File: src/rtl/sysio_arb_if.sv
// sysio_arb_if: one AXI4-Lite link (AW/W/AR/R channels, no B channel) as
// seen by the sysio arbiter.
//   master modport : drives awaddr/awvalid, wdata/wstrb/wvalid, araddr/arvalid,
//                    rready; receives awready/wready, arready, rdata/rvalid.
//   slave modport  : the mirror image.
interface sysio_arb_if #(
  parameter int AW = 32,
  parameter int DW = 32
);
  logic [AW-1:0]   axi_awaddr;
  logic            axi_awvalid;
  logic            axi_awready;
  logic [DW-1:0]   axi_wdata;
  logic [DW/8-1:0] axi_wstrb;
  logic            axi_wvalid;
  logic            axi_wready;
  logic [AW-1:0]   axi_araddr;
  logic            axi_arvalid;
  logic            axi_arready;
  logic [DW-1:0]   axi_rdata;
  logic            axi_rvalid;
  logic            axi_rready;

  modport master (
    output axi_awaddr, axi_awvalid, axi_wdata, axi_wstrb, axi_wvalid,
           axi_araddr, axi_arvalid, axi_rready,
    input  axi_awready, axi_wready, axi_arready, axi_rdata, axi_rvalid
  );

  modport slave (
    input  axi_awaddr, axi_awvalid, axi_wdata, axi_wstrb, axi_wvalid,
           axi_araddr, axi_arvalid, axi_rready,
    output axi_awready, axi_wready, axi_arready, axi_rdata, axi_rvalid
  );
endinterface

File: src/rtl/sysio_arb.sv
// sysio_arb: two-master AXI4-Lite arbiter in front of the sysio peripheral
// slave port. Write and read channels are arbitrated independently; the
// single outstanding read is tracked so R is returned to its issuer.
//   clk : system clock (rising edge)
//   rst : asynchronous active-high reset
//   m0  : core data port   (slave modport of sysio_arb_if)
//   m1  : debug/DMA port   (slave modport of sysio_arb_if)
//   s   : peripheral slave (master modport of sysio_arb_if)
// Build option: SYSIO_ARB_RR_EN defined -> round-robin per channel;
// undefined -> fixed priority, m0 over m1.
module sysio_arb #(
  parameter int AW = 32,
  parameter int DW = 32
) (
  input logic        clk,
  input logic        rst,
  sysio_arb_if.slave  m0,
  sysio_arb_if.slave  m1,
  sysio_arb_if.master s
);

  typedef enum logic {RIDLE = 1'b0, RBUSY = 1'b1} rstate_e;

  rstate_e state_q, state_d;
  logic    owner_q, owner_d;
  logic    wptr_q, rptr_q;
`ifdef SYSIO_ARB_RR_EN
  logic    wptr_d, rptr_d;
`else
  assign wptr_q = 1'b0;
  assign rptr_q = 1'b0;
`endif

  logic [1:0]             wreq, arreq, rrdy;
  logic [1:0][AW-1:0]     awaddr_m, araddr_m;
  logic [1:0][DW-1:0]     wdata_m;
  logic [1:0][DW/8-1:0]   wstrb_m;
  logic                   wg, rg, wvld, wacc;

  assign wreq      = {m1.axi_awvalid & m1.axi_wvalid, m0.axi_awvalid & m0.axi_wvalid};
  assign arreq     = {m1.axi_arvalid, m0.axi_arvalid};
  assign rrdy      = {m1.axi_rready, m0.axi_rready};
  assign awaddr_m  = {m1.axi_awaddr, m0.axi_awaddr};
  assign wdata_m   = {m1.axi_wdata, m0.axi_wdata};
  assign wstrb_m   = {m1.axi_wstrb, m0.axi_wstrb};
  assign araddr_m  = {m1.axi_araddr, m0.axi_araddr};

  // Pointer only breaks ties; a lone requester always wins.
  assign wg = (&wreq)  ? wptr_q : wreq[1];
  assign rg = (&arreq) ? rptr_q : arreq[1];

  // Write channel: purely combinational pass-through of the winner. Kept
  // apart from the read logic because the slave's awready is a function of
  // our awvalid.
  assign wvld          = ~rst & (|wreq);
  assign s.axi_awvalid = wvld;
  assign s.axi_wvalid  = wvld;
  assign s.axi_awaddr  = wvld ? awaddr_m[wg] : '0;
  assign s.axi_wdata   = wvld ? wdata_m[wg]  : '0;
  assign s.axi_wstrb   = wvld ? wstrb_m[wg]  : '0;
  assign wacc          = wvld & s.axi_awready & s.axi_wready;
  assign m0.axi_awready = wacc & ~wg;
  assign m0.axi_wready  = wacc & ~wg;
  assign m1.axi_awready = wacc & wg;
  assign m1.axi_wready  = wacc & wg;
`ifdef SYSIO_ARB_RR_EN
  assign wptr_d = wacc ? ~wg : wptr_q;
`endif

  // Read channel
  logic                 s_arvalid_o, s_rready_o;
  logic [AW-1:0]        s_araddr_o;
  logic [1:0]           ardy_o, rvalid_o;
  logic [1:0][DW-1:0]   rdata_o;

  always_comb begin
    s_arvalid_o = 1'b0;
    s_araddr_o  = '0;
    s_rready_o  = 1'b0;
    ardy_o      = '0;
    rvalid_o    = '0;
    rdata_o     = '0;
    state_d     = state_q;
    owner_d     = owner_q;
`ifdef SYSIO_ARB_RR_EN
    rptr_d      = rptr_q;
`endif
    // Outputs are forced quiet while reset is held, even with live requests.
    if (!rst) begin
      case (state_q)
        RIDLE: begin
          if (|arreq) begin
            s_arvalid_o = 1'b1;
            s_araddr_o  = araddr_m[rg];
            if (s.axi_arready) begin
              ardy_o[rg] = 1'b1;
              owner_d    = rg;
              state_d    = RBUSY;
`ifdef SYSIO_ARB_RR_EN
              rptr_d     = ~rg;
`endif
            end
          end
        end
        RBUSY: begin
          s_rready_o        = rrdy[owner_q];
          rvalid_o[owner_q] = s.axi_rvalid;
          rdata_o[owner_q]  = s.axi_rdata;
          if (s.axi_rvalid && rrdy[owner_q]) state_d = RIDLE;
        end
        default: state_d = RIDLE;
      endcase
    end
  end

  assign s.axi_arvalid  = s_arvalid_o;
  assign s.axi_araddr   = s_araddr_o;
  assign s.axi_rready   = s_rready_o;
  assign m0.axi_arready = ardy_o[0];
  assign m1.axi_arready = ardy_o[1];
  assign m0.axi_rvalid  = rvalid_o[0];
  assign m1.axi_rvalid  = rvalid_o[1];
  assign m0.axi_rdata   = rdata_o[0];
  assign m1.axi_rdata   = rdata_o[1];

  always_ff @(posedge clk or posedge rst) begin
    if (rst) begin
      state_q <= RIDLE;
      owner_q <= 1'b0;
`ifdef SYSIO_ARB_RR_EN
      wptr_q  <= 1'b0;
      rptr_q  <= 1'b0;
`endif
    end else begin
      state_q <= state_d;
      owner_q <= owner_d;
`ifdef SYSIO_ARB_RR_EN
      wptr_q  <= wptr_d;
      rptr_q  <= rptr_d;
`endif
    end
  end

endmodule

File: src/flat_wrapper.sv
// flat-port wrapper written by rule: the top's interface ports become plain ports
module sysio_arb_flat 
#(
  parameter int AW = 32,
  parameter int DW = 32
)
  (clk, rst, m0_axi_awaddr, m0_axi_awvalid, m0_axi_wdata, m0_axi_wstrb, m0_axi_wvalid, m0_axi_araddr, m0_axi_arvalid, m0_axi_rready, m0_axi_awready, m0_axi_wready, m0_axi_arready, m0_axi_rdata, m0_axi_rvalid, m1_axi_awaddr, m1_axi_awvalid, m1_axi_wdata, m1_axi_wstrb, m1_axi_wvalid, m1_axi_araddr, m1_axi_arvalid, m1_axi_rready, m1_axi_awready, m1_axi_wready, m1_axi_arready, m1_axi_rdata, m1_axi_rvalid, s_axi_awaddr, s_axi_awvalid, s_axi_wdata, s_axi_wstrb, s_axi_wvalid, s_axi_araddr, s_axi_arvalid, s_axi_rready, s_axi_awready, s_axi_wready, s_axi_arready, s_axi_rdata, s_axi_rvalid);
  sysio_arb_if #(.AW(AW), .DW(DW)) m0_i ();
  sysio_arb_if #(.AW(AW), .DW(DW)) m1_i ();
  sysio_arb_if #(.AW(AW), .DW(DW)) s_i ();
  input logic clk;
  input logic rst;
  input wire logic [$bits(m0_i.axi_awaddr)-1:0] m0_axi_awaddr;
  input wire logic [$bits(m0_i.axi_awvalid)-1:0] m0_axi_awvalid;
  input wire logic [$bits(m0_i.axi_wdata)-1:0] m0_axi_wdata;
  input wire logic [$bits(m0_i.axi_wstrb)-1:0] m0_axi_wstrb;
  input wire logic [$bits(m0_i.axi_wvalid)-1:0] m0_axi_wvalid;
  input wire logic [$bits(m0_i.axi_araddr)-1:0] m0_axi_araddr;
  input wire logic [$bits(m0_i.axi_arvalid)-1:0] m0_axi_arvalid;
  input wire logic [$bits(m0_i.axi_rready)-1:0] m0_axi_rready;
  output wire logic [$bits(m0_i.axi_awready)-1:0] m0_axi_awready;
  output wire logic [$bits(m0_i.axi_wready)-1:0] m0_axi_wready;
  output wire logic [$bits(m0_i.axi_arready)-1:0] m0_axi_arready;
  output wire logic [$bits(m0_i.axi_rdata)-1:0] m0_axi_rdata;
  output wire logic [$bits(m0_i.axi_rvalid)-1:0] m0_axi_rvalid;
  input wire logic [$bits(m1_i.axi_awaddr)-1:0] m1_axi_awaddr;
  input wire logic [$bits(m1_i.axi_awvalid)-1:0] m1_axi_awvalid;
  input wire logic [$bits(m1_i.axi_wdata)-1:0] m1_axi_wdata;
  input wire logic [$bits(m1_i.axi_wstrb)-1:0] m1_axi_wstrb;
  input wire logic [$bits(m1_i.axi_wvalid)-1:0] m1_axi_wvalid;
  input wire logic [$bits(m1_i.axi_araddr)-1:0] m1_axi_araddr;
  input wire logic [$bits(m1_i.axi_arvalid)-1:0] m1_axi_arvalid;
  input wire logic [$bits(m1_i.axi_rready)-1:0] m1_axi_rready;
  output wire logic [$bits(m1_i.axi_awready)-1:0] m1_axi_awready;
  output wire logic [$bits(m1_i.axi_wready)-1:0] m1_axi_wready;
  output wire logic [$bits(m1_i.axi_arready)-1:0] m1_axi_arready;
  output wire logic [$bits(m1_i.axi_rdata)-1:0] m1_axi_rdata;
  output wire logic [$bits(m1_i.axi_rvalid)-1:0] m1_axi_rvalid;
  output wire logic [$bits(s_i.axi_awaddr)-1:0] s_axi_awaddr;
  output wire logic [$bits(s_i.axi_awvalid)-1:0] s_axi_awvalid;
  output wire logic [$bits(s_i.axi_wdata)-1:0] s_axi_wdata;
  output wire logic [$bits(s_i.axi_wstrb)-1:0] s_axi_wstrb;
  output wire logic [$bits(s_i.axi_wvalid)-1:0] s_axi_wvalid;
  output wire logic [$bits(s_i.axi_araddr)-1:0] s_axi_araddr;
  output wire logic [$bits(s_i.axi_arvalid)-1:0] s_axi_arvalid;
  output wire logic [$bits(s_i.axi_rready)-1:0] s_axi_rready;
  input wire logic [$bits(s_i.axi_awready)-1:0] s_axi_awready;
  input wire logic [$bits(s_i.axi_wready)-1:0] s_axi_wready;
  input wire logic [$bits(s_i.axi_arready)-1:0] s_axi_arready;
  input wire logic [$bits(s_i.axi_rdata)-1:0] s_axi_rdata;
  input wire logic [$bits(s_i.axi_rvalid)-1:0] s_axi_rvalid;
  assign m0_i.axi_awaddr = m0_axi_awaddr;
  assign m0_i.axi_awvalid = m0_axi_awvalid;
  assign m0_i.axi_wdata = m0_axi_wdata;
  assign m0_i.axi_wstrb = m0_axi_wstrb;
  assign m0_i.axi_wvalid = m0_axi_wvalid;
  assign m0_i.axi_araddr = m0_axi_araddr;
  assign m0_i.axi_arvalid = m0_axi_arvalid;
  assign m0_i.axi_rready = m0_axi_rready;
  assign m0_axi_awready = m0_i.axi_awready;
  assign m0_axi_wready = m0_i.axi_wready;
  assign m0_axi_arready = m0_i.axi_arready;
  assign m0_axi_rdata = m0_i.axi_rdata;
  assign m0_axi_rvalid = m0_i.axi_rvalid;
  assign m1_i.axi_awaddr = m1_axi_awaddr;
  assign m1_i.axi_awvalid = m1_axi_awvalid;
  assign m1_i.axi_wdata = m1_axi_wdata;
  assign m1_i.axi_wstrb = m1_axi_wstrb;
  assign m1_i.axi_wvalid = m1_axi_wvalid;
  assign m1_i.axi_araddr = m1_axi_araddr;
  assign m1_i.axi_arvalid = m1_axi_arvalid;
  assign m1_i.axi_rready = m1_axi_rready;
  assign m1_axi_awready = m1_i.axi_awready;
  assign m1_axi_wready = m1_i.axi_wready;
  assign m1_axi_arready = m1_i.axi_arready;
  assign m1_axi_rdata = m1_i.axi_rdata;
  assign m1_axi_rvalid = m1_i.axi_rvalid;
  assign s_axi_awaddr = s_i.axi_awaddr;
  assign s_axi_awvalid = s_i.axi_awvalid;
  assign s_axi_wdata = s_i.axi_wdata;
  assign s_axi_wstrb = s_i.axi_wstrb;
  assign s_axi_wvalid = s_i.axi_wvalid;
  assign s_axi_araddr = s_i.axi_araddr;
  assign s_axi_arvalid = s_i.axi_arvalid;
  assign s_axi_rready = s_i.axi_rready;
  assign s_i.axi_awready = s_axi_awready;
  assign s_i.axi_wready = s_axi_wready;
  assign s_i.axi_arready = s_axi_arready;
  assign s_i.axi_rdata = s_axi_rdata;
  assign s_i.axi_rvalid = s_axi_rvalid;
  sysio_arb #(.AW(AW), .DW(DW)) u_core (.clk(clk), .rst(rst), .m0(m0_i), .m1(m1_i), .s(s_i));
endmodule
File: config.mk
export PLATFORM = sky130hd
export DESIGN_NAME = sysio_arb_flat
export DESIGN_NICKNAME = d
export VERILOG_FILES = /design/src/rtl/sysio_arb_if.sv /design/src/rtl/sysio_arb.sv /design/src/flat_wrapper.sv
export SDC_FILE = /design/constraint.sdc
export NUM_CORES = 1
export LEC_CHECK = 0
export ABC_CLOCK_PERIOD_IN_PS = 1500
export BUFFER_PORTS_ARGS = -buffer_cell sky130_fd_sc_hd__buf_4
export CAP_MARGIN = 0
export CORE_AREA = 5 5 159 161
export CTS_BUF_LIST = sky130_fd_sc_hd__clkbuf_16
export CTS_CLUSTER_SIZE = 40
export DETAILED_ROUTE_END_ITERATION = 10
export DIE_AREA = 0 0 164 166
export PLACE_DENSITY = 0.45
export SYNTH_ARGS = -nofsm -noshare
export SYNTH_HDL_FRONTEND = slang
export SYNTH_SLANG_ARGS = --single-unit
File: constraint.sdc
create_clock -name clk -period 1.5 [get_ports clk]
set_input_delay 0.3 -clock clk [delete_from_list [all_inputs] [get_ports clk]]
set_output_delay 0.3 -clock clk [all_outputs]
set_load 0.1 [all_outputs]
==> flow_summary.ini, run 1 <==
[drt]
wl_per_cell_um = 18.3
wl_um = 19900
num_vias = 4279
detail-route-antenna-nets = 0
first_pass_iters = 4
drc = 0
drt-initial-drc-count = 132
vias_per_cell = 3.93

[timing]
hold_ws_ns = 0.370
hold_violations = 0
period_share_pct = 119
setup_slack_ns = -0.284
tns_ns = -35.16
timing.fmax_ghz = 0.560
finalSetupViolations = 172
drv_slew = 0
period_needed_ns = 1.78
fin_skew_ns = 0.00164
slew_headroom_pct = 73.7
tightest_slew_ns = 0.394
rsz0062_at_grt = yes

[synthesis]
synth.top_cell.area_share_pct = 34.2
yosysUniqueCellTypes = 23
synth_seq_cells = 2
avgSynthCellArea_um2 = 5.82
syn_inst = 299
syn_nets = 545
synth_top_cell_by_area = a22o_1
netlist_area_um2 = 1740
yosysWarnings = 0
yosys-top-cells-area = a22o_1 (34%), nor2_1 (22%), a22oi_1 (14%)
ys_seq_area_share_pct = 2.88

[layout]
fill_cells = 2204
layout.cells.non_filler = 1089
layout-drive-gt1-share_pct = 93.5
layout.nets = 1013
areaGrowthSynthToFinish_pct = 484
antenna-diode-count = 0

[grt]
grt_pass1_wl_um = 27100
grt_use_met3_pct = 3.72
grt_pass1_vias = 4652
grt_max_degree = 27
antenna_found_initial = 0
grt_use_met1_pct = 13.9
grt_usage_pct = 12.6
grt.busiest_layer = met2
grt_overflow = 0
use_met2_pct = 23.9

[setup_path]
max_stage_delay_ns = 0.42
crit_path_start_kind = flop
crit_chain = or2_4, buf_12, nor2_4, buf_12
cpMaxStageDelayCell = dfrtp_2
path_depth = 4
cp_common_cell = buf_12
arrival_ns = 1.48
critPathMaxFanout = 19
critical_path_class = flop to output pin
crit_family = simple AND/OR/NAND/NOR gates
worstPathRequired_ns = 1.20
crit_buf_inv = 2
cp-end-kind = output pin
reg2reg_depth = 4

[floorplanning]
coreArea_um2 = 23800
rows = 57
top_level_ports = 422
die_y_um = 166
start_util_pct = 7.30
dieArea_um2 = 27200
die_w_um = 164

[outcome]
outcome = finished, violations left
failed_checks = setup timing

[placed_design]
gp_congestion = 0.824
numPortBuffers = 421
dp_hpwl_um = 15300
dp_cells = 1060

[power]
vdd_drop_max_v = 0.000516
powerDensity_nw_per_um2 = 956
power_leakage_nw = 4.38
finalPower_mw = 9.71

[clock_network]
numCtsBuffers = 3
cts_tree = done
cts_buffer_depth = 2
holdBufCountCts = 0
cts-root-buf = clkbuf_16
clk_pin_slew_ns = 0.03
clock_latency_ns = 0.22
numClockSinks = 2
h-tree-depth = 1

[run]
maxCapViolations = 0

[min_path]
worstHoldPathType = input port to asynchronous set/reset pin
layout make-up:
type | instances | area (um2) | area share, %
Inverter | 1 | 30.0 | 0.296
Sequential cell | 2 | 52.6 | 0.517
Clock buffer | 3 | 75.1 | 0.739
Multi-Input combinational cell | 256 | 3010 | 29.6
Timing Repair inverter | 2 | 32.5 | 0.320
Tap cell | 324 | 405 | 3.99
Timing Repair Buffer | 501 | 6560 | 64.5
layer usage:
layer / share of wire [%] / wire length, um
met5: 0 / 0
met4: 1.5 / 304
met2: 53 / 10500
met1: 36 / 7250
met3: 9.4 / 1880
registers in the layout, summed over array words and instances, names as in the netlist:
| name | flops |
|---|---|
| u_core.owner_q | 1 |
| u_core.state_q | 1 |
cells in the mapped netlist:
cell      instances
nor2_1          104
a22o_1           68
nand2_1          38
a22oi_1          32
buf_2            18
clkbuf_1         14
buf_4             6
buf_6             2
dfrtp_1           2
nor3b_1           2
a21oi_1           1
a31oi_1           1
and3_1            1
clkinv_1          1
mux2_2            1
nand2b_1          1
nand3_1           1
nor2_2            1
nor2b_1           1
nor3_1            1
nor3b_4           1
o22a_1            1
or2_2             1
report_power, final:
group | total, mW | switching [mW] | internal [mW]
combinational | 9.19 | 5.61 | 3.58
sequential | 0.115 | 0.0317 | 0.0831
clock | 0.405 | 0.0652 | 0.340
placed cells by master (no fill, tap or decap), drive strengths merged, types with 2 or more instances in the layout:
master,synthesis,final
clkbuf,14,14
dfrtp,2,2
nor2,105,105
a22oi,32,32
clkinv,1,3
a22o,68,68
nor3b,3,3
nand2,38,38
buf,26,490
final timing paths:
kind,startpoint,endpoint,slack (ns)
setup / recovery,u_core.state_q$_DFFE_PP0N_,s_axi_araddr[17],-0.28
hold / removal,rst,u_core.owner_q$_DFFE_PP0P_,0.37
setup reg to reg,u_core.owner_q$_DFFE_PP0P_,u_core.state_q$_DFFE_PP0N_,0.38
hold reg to reg,u_core.state_q$_DFFE_PP0N_,u_core.state_q$_DFFE_PP0N_,0.56
max in group asynchronous,rst,u_core.state_q$_DFFE_PP0N_,1.03
min in group clk,s_axi_arready,u_core.owner_q$_DFFE_PP0P_,0.38
worst register-to-register path, cell delays in order, from the launching register on:
cell	delay (ns)
dfrtp_2	0.42
buf_6	0.12
mux2_4	0.30
nand2_4	0.08
o22a_1	0.13
logic make-up after synthesis:
kind of cell / share of synthesized area (%)
buf+inv: 12.3
flops: 2.88
simple gates: 35.0
mux: 0.647
compound gates: 49.2
metrics by stage:
step,cell area [um2],utilization [%],setup WS [ns]
after global placement,7320,30.7,-0.309
after floorplan,3520,-,-0.561
final,10200,42.7,-0.284
after global routing,10200,42.7,-0.332
after detailed placement,7320,30.7,-0.321
after CTS,9580,40.2,-0.296
repair_timing:
item                       in CTS  in global routing
setup endpoints to repair     176                174
setup buffers                   7                  6
gates resized for setup       505                 57
cloned                          2                 12
pin swaps                       5                 26
Power figures use the tool's default switching activity.
==> inputs of run 2 (changes only) <==
--- a/config.mk
+++ b/config.mk
@@ -5,11 +5,11 @@
 export SDC_FILE = /design/constraint.sdc
 export NUM_CORES = 1
 export LEC_CHECK = 0
-export ABC_CLOCK_PERIOD_IN_PS = 1500
+export ABC_CLOCK_PERIOD_IN_PS = 1890
 export BUFFER_PORTS_ARGS = -buffer_cell sky130_fd_sc_hd__buf_4
 export CAP_MARGIN = 0
 export CORE_AREA = 5 5 159 161
-export CTS_BUF_LIST = sky130_fd_sc_hd__clkbuf_16
+export CTS_BUF_LIST = sky130_fd_sc_hd__clkbuf_4 sky130_fd_sc_hd__clkbuf_8 sky130_fd_sc_hd__clkbuf_16
 export CTS_CLUSTER_SIZE = 40
 export DETAILED_ROUTE_END_ITERATION = 10
 export DIE_AREA = 0 0 164 166
==> constraint.sdc (replaced) <==
create_clock -name clk -period 1.89 [get_ports clk]
set_input_delay 0.378 -clock clk [delete_from_list [all_inputs] [get_ports clk]]
set_output_delay 0.378 -clock clk [all_outputs]
set_load 0.005 [all_outputs]
==> run 2 against run 1 <==
First-iteration DRC count grew 24%. Largest power group unchanged. Core utilization fell by 19 points. Non-clock buffer count is 49 lower. Critical path type is now input port to output pin. The run now ends clean. Worst setup slack improved by 0.33 ns. Worst hold slack lost 0.080 ns. Global-route usage down 1.3 points. Combinational power fell by 79%. Critical endpoint is now s_axi_wdata[6].
==> flow_summary.ini, run 2 (synthesis gave the netlist of run 1 again) <==
[drt]
detail-route-antenna-nets = 0
wl_per_cell_um = 17.2
drt-initial-drc-count = 164
drc = 0
vias_per_cell = 3.80
first_pass_iters = 4
num_vias = 3941
wl_um = 17800

[clock_network]
numClockSinks = 2
clk_pin_slew_ns = 0.03
cts_tree = done
h-tree-depth = 1
cts-root-buf = clkbuf_16
holdBufCountCts = 0
clock_latency_ns = 0.22
cts_buffer_depth = 2
numCtsBuffers = 3

[grt]
grt_pass1_wl_um = 24300
antenna_found_initial = 1
grt_usage_pct = 11.3
grt_pass1_vias = 3999
grt_max_degree = 55
grt_overflow = 0

[timing]
tightest_slew_ns = 0.475
period_needed_ns = 1.85
rsz0062_at_grt = no
finalSetupViolations = 0
slew_headroom_pct = 68.3
fin_skew_ns = 0.00154
hold_violations = 0
hold_ws_ns = 0.290
period_share_pct = 97.7
drv_slew = 0
tns_ns = 0
timing.fmax_ghz = 0.541

[layout]
layout-drive-gt1-share_pct = 64.8
reg_top3 = u_core.owner_q x1, u_core.state_q x1
fill_cells = 2721
layout.cells.non_filler = 1038
areaGrowthSynthToFinish_pct = 220
post-route-util_pct = 23.4
final_common_cell = buf_4
antenna-diode-count = 0
register_area_um2 = 50.0
multi_input_area_um2 = 1490
layout.cells.most_common_list = buf_4 (442), nor2_1 (104), a22o_1 (68)
layout.nets = 962

[setup_path]
worstPathRequired_ns = 1.51
crit_buf_inv = 5
cp-end-kind = output pin
crit-reg2reg-launch = u_core.state_q$_DFFE_PP0N_
arrival_ns = 1.47
crit_path_start_kind = input port
critPathMaxFanout = 7
crit_family = buffers and inverters
cp_common_cell = buf_4
max_stage_delay_ns = 0.18
rrSetupSlack_ns = 0.85
cpMaxStageDelayCell = nor3b_4
critical_path_class = input port to output pin
reg2reg_depth = 4
crit_chain = buf_4, nand2_2, nor3b_4, buf_4, buf_12, buf_4, a22o_1, buf_4
r2r-end = u_core.owner_q$_DFFE_PP0P_

[placed_design]
numPortBuffers = 421
gp_congestion = 0.820
dp_hpwl_um = 15200
dp_cells = 1028

[floorplanning]
rows = 57
top_level_ports = 422
start_util_pct = 7.30
die_w_um = 164
die_y_um = 166
coreArea_um2 = 23800
dieArea_um2 = 27200

[min_path]
worstHoldPathType = input port to asynchronous set/reset pin

[run]
maxCapViolations = 0

[power]
powerDensity_nw_per_um2 = 415
power_leakage_nw = 2.97
vdd_drop_max_v = 0.000377
finalPower_mw = 2.31

[outcome]
outcome = finished, final reports clean
[run 2: report_power, final]
| group | leakage (nW) | switching (mW) | internal, mW |
|---|---|---|---|
| combinational | 2.91 | 0.846 | 1.06 |
| clock | 0.0370 | 0.0528 | 0.270 |
| sequential | 0.0226 | 0.0183 | 0.0621 |
| total | 2.97 | 0.917 | 1.40 |
[run 2: per-stage QoR]
step	worst slack, ns	cell area (um2)
floorplan	0.283	1740
global placement	0.0384	5370
detailed placement	0.0357	5370
CTS	0.0249	5450
global route	0.00214	5570
finish	0.0432	5570
[run 2: cell type report]
cell class | instances | share of cell area (%)
multi-input combinational | 256 | 26.8
inverter | 1 | 0.0674
clock buffer | 3 | 1.35
timing repair buffer | 452 | 63.6
sequential | 2 | 0.899
tap | 324 | 7.28
[run 2: how the worst max path moves through the flow]
stage | slack [ns] | end | cells after the start | from
2_1_floorplan | 0.28 | s_axi_araddr[10] | 5 | rst
6_report | 0.04 | s_axi_wdata[6] | 8 | m0_axi_awvalid
3_5_place_dp | 0.04 | s_axi_wdata[8] | 7 | m0_axi_awvalid
5_1_grt | 0.002 | s_axi_awaddr[30] | 7 | rst
3_3_place_gp | 0.04 | s_axi_wdata[8] | 7 | m0_axi_awvalid
4_1_cts | 0.02 | s_axi_wdata[8] | 7 | m0_axi_awvalid
[run 2: timing repair]
action | 4_1_cts | 5_1_grt
buffers inserted | 0 | 4
resized for setup | 1 | 4
pin swaps | 0 | 1
endpoints found under the setup margin | 1 | 23
cloned | 0 | 3
[run 2: worst min-delay path, stage by stage]
cell,delay [ns]
buf_4,0.17
clkinv_1,0.12
buf_4,0.17
[run 2: metal layers]
| layer | wire [um] | track usage (%) | up-vias |
|---|---|---|---|
| met3 | 1650 | 2.90 | 18 |
| met1 | 6960 | 13.3 | 1769 |
| met4 | 280 | 2.22 | 2 |
| li1 | - | - | 1905 |
| met5 | 13 | 0 | - |
| met2 | 8910 | 20.8 | 247 |
==> inputs of run 3 (changes only) <==
--- a/config.mk
+++ b/config.mk
@@ -13,7 +13,6 @@
 export CTS_CLUSTER_SIZE = 40
 export DETAILED_ROUTE_END_ITERATION = 10
 export DIE_AREA = 0 0 164 166
-export PLACE_DENSITY = 0.45
 export SYNTH_ARGS = -nofsm -noshare
 export SYNTH_HDL_FRONTEND = slang
 export SYNTH_SLANG_ARGS = --single-unit
==> run 3 against run 2 <==
Clock-buffer cell count unchanged. First-iteration DRC count up 59%. Critical path depth down 3. Via count up 3.3%. Sequential share of layout area about the same. Worst hold slack worse by 0.014 ns. Worst setup slack better by 0.022 ns. Register-to-register slack about the same. Combinational power about the same. Die area unchanged. Critical endpoint is now m0_axi_rdata[21]. Largest cell class unchanged. Largest power group unchanged.
==> flow_summary.ini, run 3 (synthesis gave the netlist of run 1 again) <==
[clock_network]
clock_latency_ns = 0.22
holdBufCountCts = 0
numClockSinks = 2
cts_buffer_depth = 2
cts-root-buf = clkbuf_16
h-tree-depth = 1
cts_tree = done
clk_pin_slew_ns = 0.03
numCtsBuffers = 3

[setup_path]
arrival_ns = 1.45
startpoint = u_core.state_q$_DFFE_PP0N_
worstPathRequired_ns = 1.51
cp_common_cell = buf_4
cp-end-kind = output pin
max_stage_delay_ns = 0.36
crit_family = buffers and inverters
crit_path_start_kind = flop
critical_path_class = flop to output pin
critPathMaxFanout = 33
crit-reg2reg-launch = u_core.owner_q$_DFFE_PP0P_
cpMaxStageDelayCell = dfrtp_1
crit_chain = buf_4, nand2b_1, buf_4, nor2_1, buf_4
crit_buf_inv = 3

[drt]
drt-initial-drc-count = 261
drc = 0
num_vias = 4072
wl_um = 18400
first_pass_iters = 5
vias_per_cell = 3.92
detail-route-antenna-nets = 0
wl_per_cell_um = 17.7

[placed_design]
gp_congestion = 0.890
dp_hpwl_um = 14700
numPortBuffers = 421

[timing]
hold_violations = 0
tightest_slew_ns = 0.374
rsz0062_at_grt = no
period_share_pct = 96.6
period_needed_ns = 1.83
slew_headroom_pct = 75.1
finalSetupViolations = 0
fin_skew_ns = 0.00153
drv_slew = 0
timing.fmax_ghz = 0.548
tns_ns = 0

[power]
powerDensity_nw_per_um2 = 407
p_sw_mw = 0.936
combPwrFrac_pct = 82.8
swShare_pct = 40.3
vdd_drop_max_v = 0.000523
seqPwrFrac_pct = 3.4
p_int_mw = 1.39
p_clk_share_pct = 13.8
power_leakage_nw = 3.02

[grt]
grt_pass1_vias = 4045
grt_usage_pct = 11.3
grt_max_degree = 35
antenna_found_initial = 0
grt_pass1_wl_um = 24400
grt_overflow = 0

[layout]
layout.nets = 964
final_common_cell = buf_4
areaGrowthSynthToFinish_pct = 228
layout.cells.most_common_list = buf_4 (434), nor2_1 (102), a22o_1 (66)
antenna-diode-count = 0
reg_top3 = u_core.owner_q x1, u_core.state_q x1
post-route-util_pct = 23.9
layout-drive-gt1-share_pct = 65.5

[floorplanning]
rows = 57
top_level_ports = 422
dieArea_um2 = 27200
die_w_um = 164
coreArea_um2 = 23800
die_y_um = 166
start_util_pct = 7.30

[outcome]
outcome = finished, final reports clean

[run]
maxCapViolations = 0

[min_path]
worstHoldPathType = input port to asynchronous set/reset pin
-- run 3: cell count changes in the layout (fill, tap and decap cells not counted), sizes merged --
cell	previous run	this run
clkbuf	6	7
buf	449	450
-- run 3: timing repair --
action | in CTS | in global routing
cloned | 2 | 5
buffers inserted | 5 | 2
pin swaps | 5 | 3
setup endpoints to repair | 68 | 48
resized for setup | 11 | 9
-- run 3: metrics by stage --
| stage | cell area (um2) | setup WS [ns] | hold WS, ns | power (mW) | std cells |
|---|---|---|---|---|---|
| floorplan | 1740 | 0.283 | 0.498 | 0.738 | 299 |
| global placement | 5340 | -0.158 | 0.565 | 1.94 | 1024 |
| detailed placement | 5340 | -0.148 | 0.572 | 1.95 | 1024 |
| CTS | 5560 | 0.0157 | 0.295 | 2.31 | 1034 |
| global route | 5700 | 0.00655 | 0.314 | 2.48 | 1040 |
| finish | 5700 | 0.0650 | 0.276 | 2.32 | 1040 |
-- run 3: path summary, 6_finish.rpt --
check                      cells after the start  slack, ns                          to
min in group clk                               3       0.45  u_core.owner_q$_DFFE_PP0P_
max                                            5       0.06            m0_axi_rdata[21]
max reg2reg                                    3       0.85  u_core.state_q$_DFFE_PP0N_
max in group asynchronous                      3       1.51  u_core.state_q$_DFFE_PP0N_
min                                            3       0.28  u_core.owner_q$_DFFE_PP0P_
min reg2reg                                    2       0.57  u_core.owner_q$_DFFE_PP0P_
-- run 3: final cells by class --
type	instances	area, um2
Clock buffer	3	75.1
Sequential cell	2	50.0
Multi-Input combinational cell	256	1520
Timing Repair Buffer	454	3650
Tap cell	324	405
Inverter	1	3.75
Fill cell	2687	18100
-- run 3: per-layer routing --
layer	GRT usage [%]	vias up	share of wire [%]
met2	20.0	291	48
met4	0.547	0	0.28
li1	-	1908	-
met3	3.00	6	11
met1	14.5	1867	40
met5	0	-	0
-- run 3: tightest hold or removal path: stages --
cell	delay (ns)
buf_12	0.12
clkinv_1	0.15
buf_4	0.17
-- run 3: power groups by stage --
stage | sequential (mW) | combinational, mW | clock [mW]
after floorplan | 0.0795 | 0.659 | 0
after global placement | 0.0801 | 1.86 | 0
after detailed placement | 0.0814 | 1.87 | 0
after CTS | 0.0806 | 1.91 | 0.324
after global routing | 0.0844 | 2.07 | 0.332
final | 0.0789 | 1.92 | 0.320
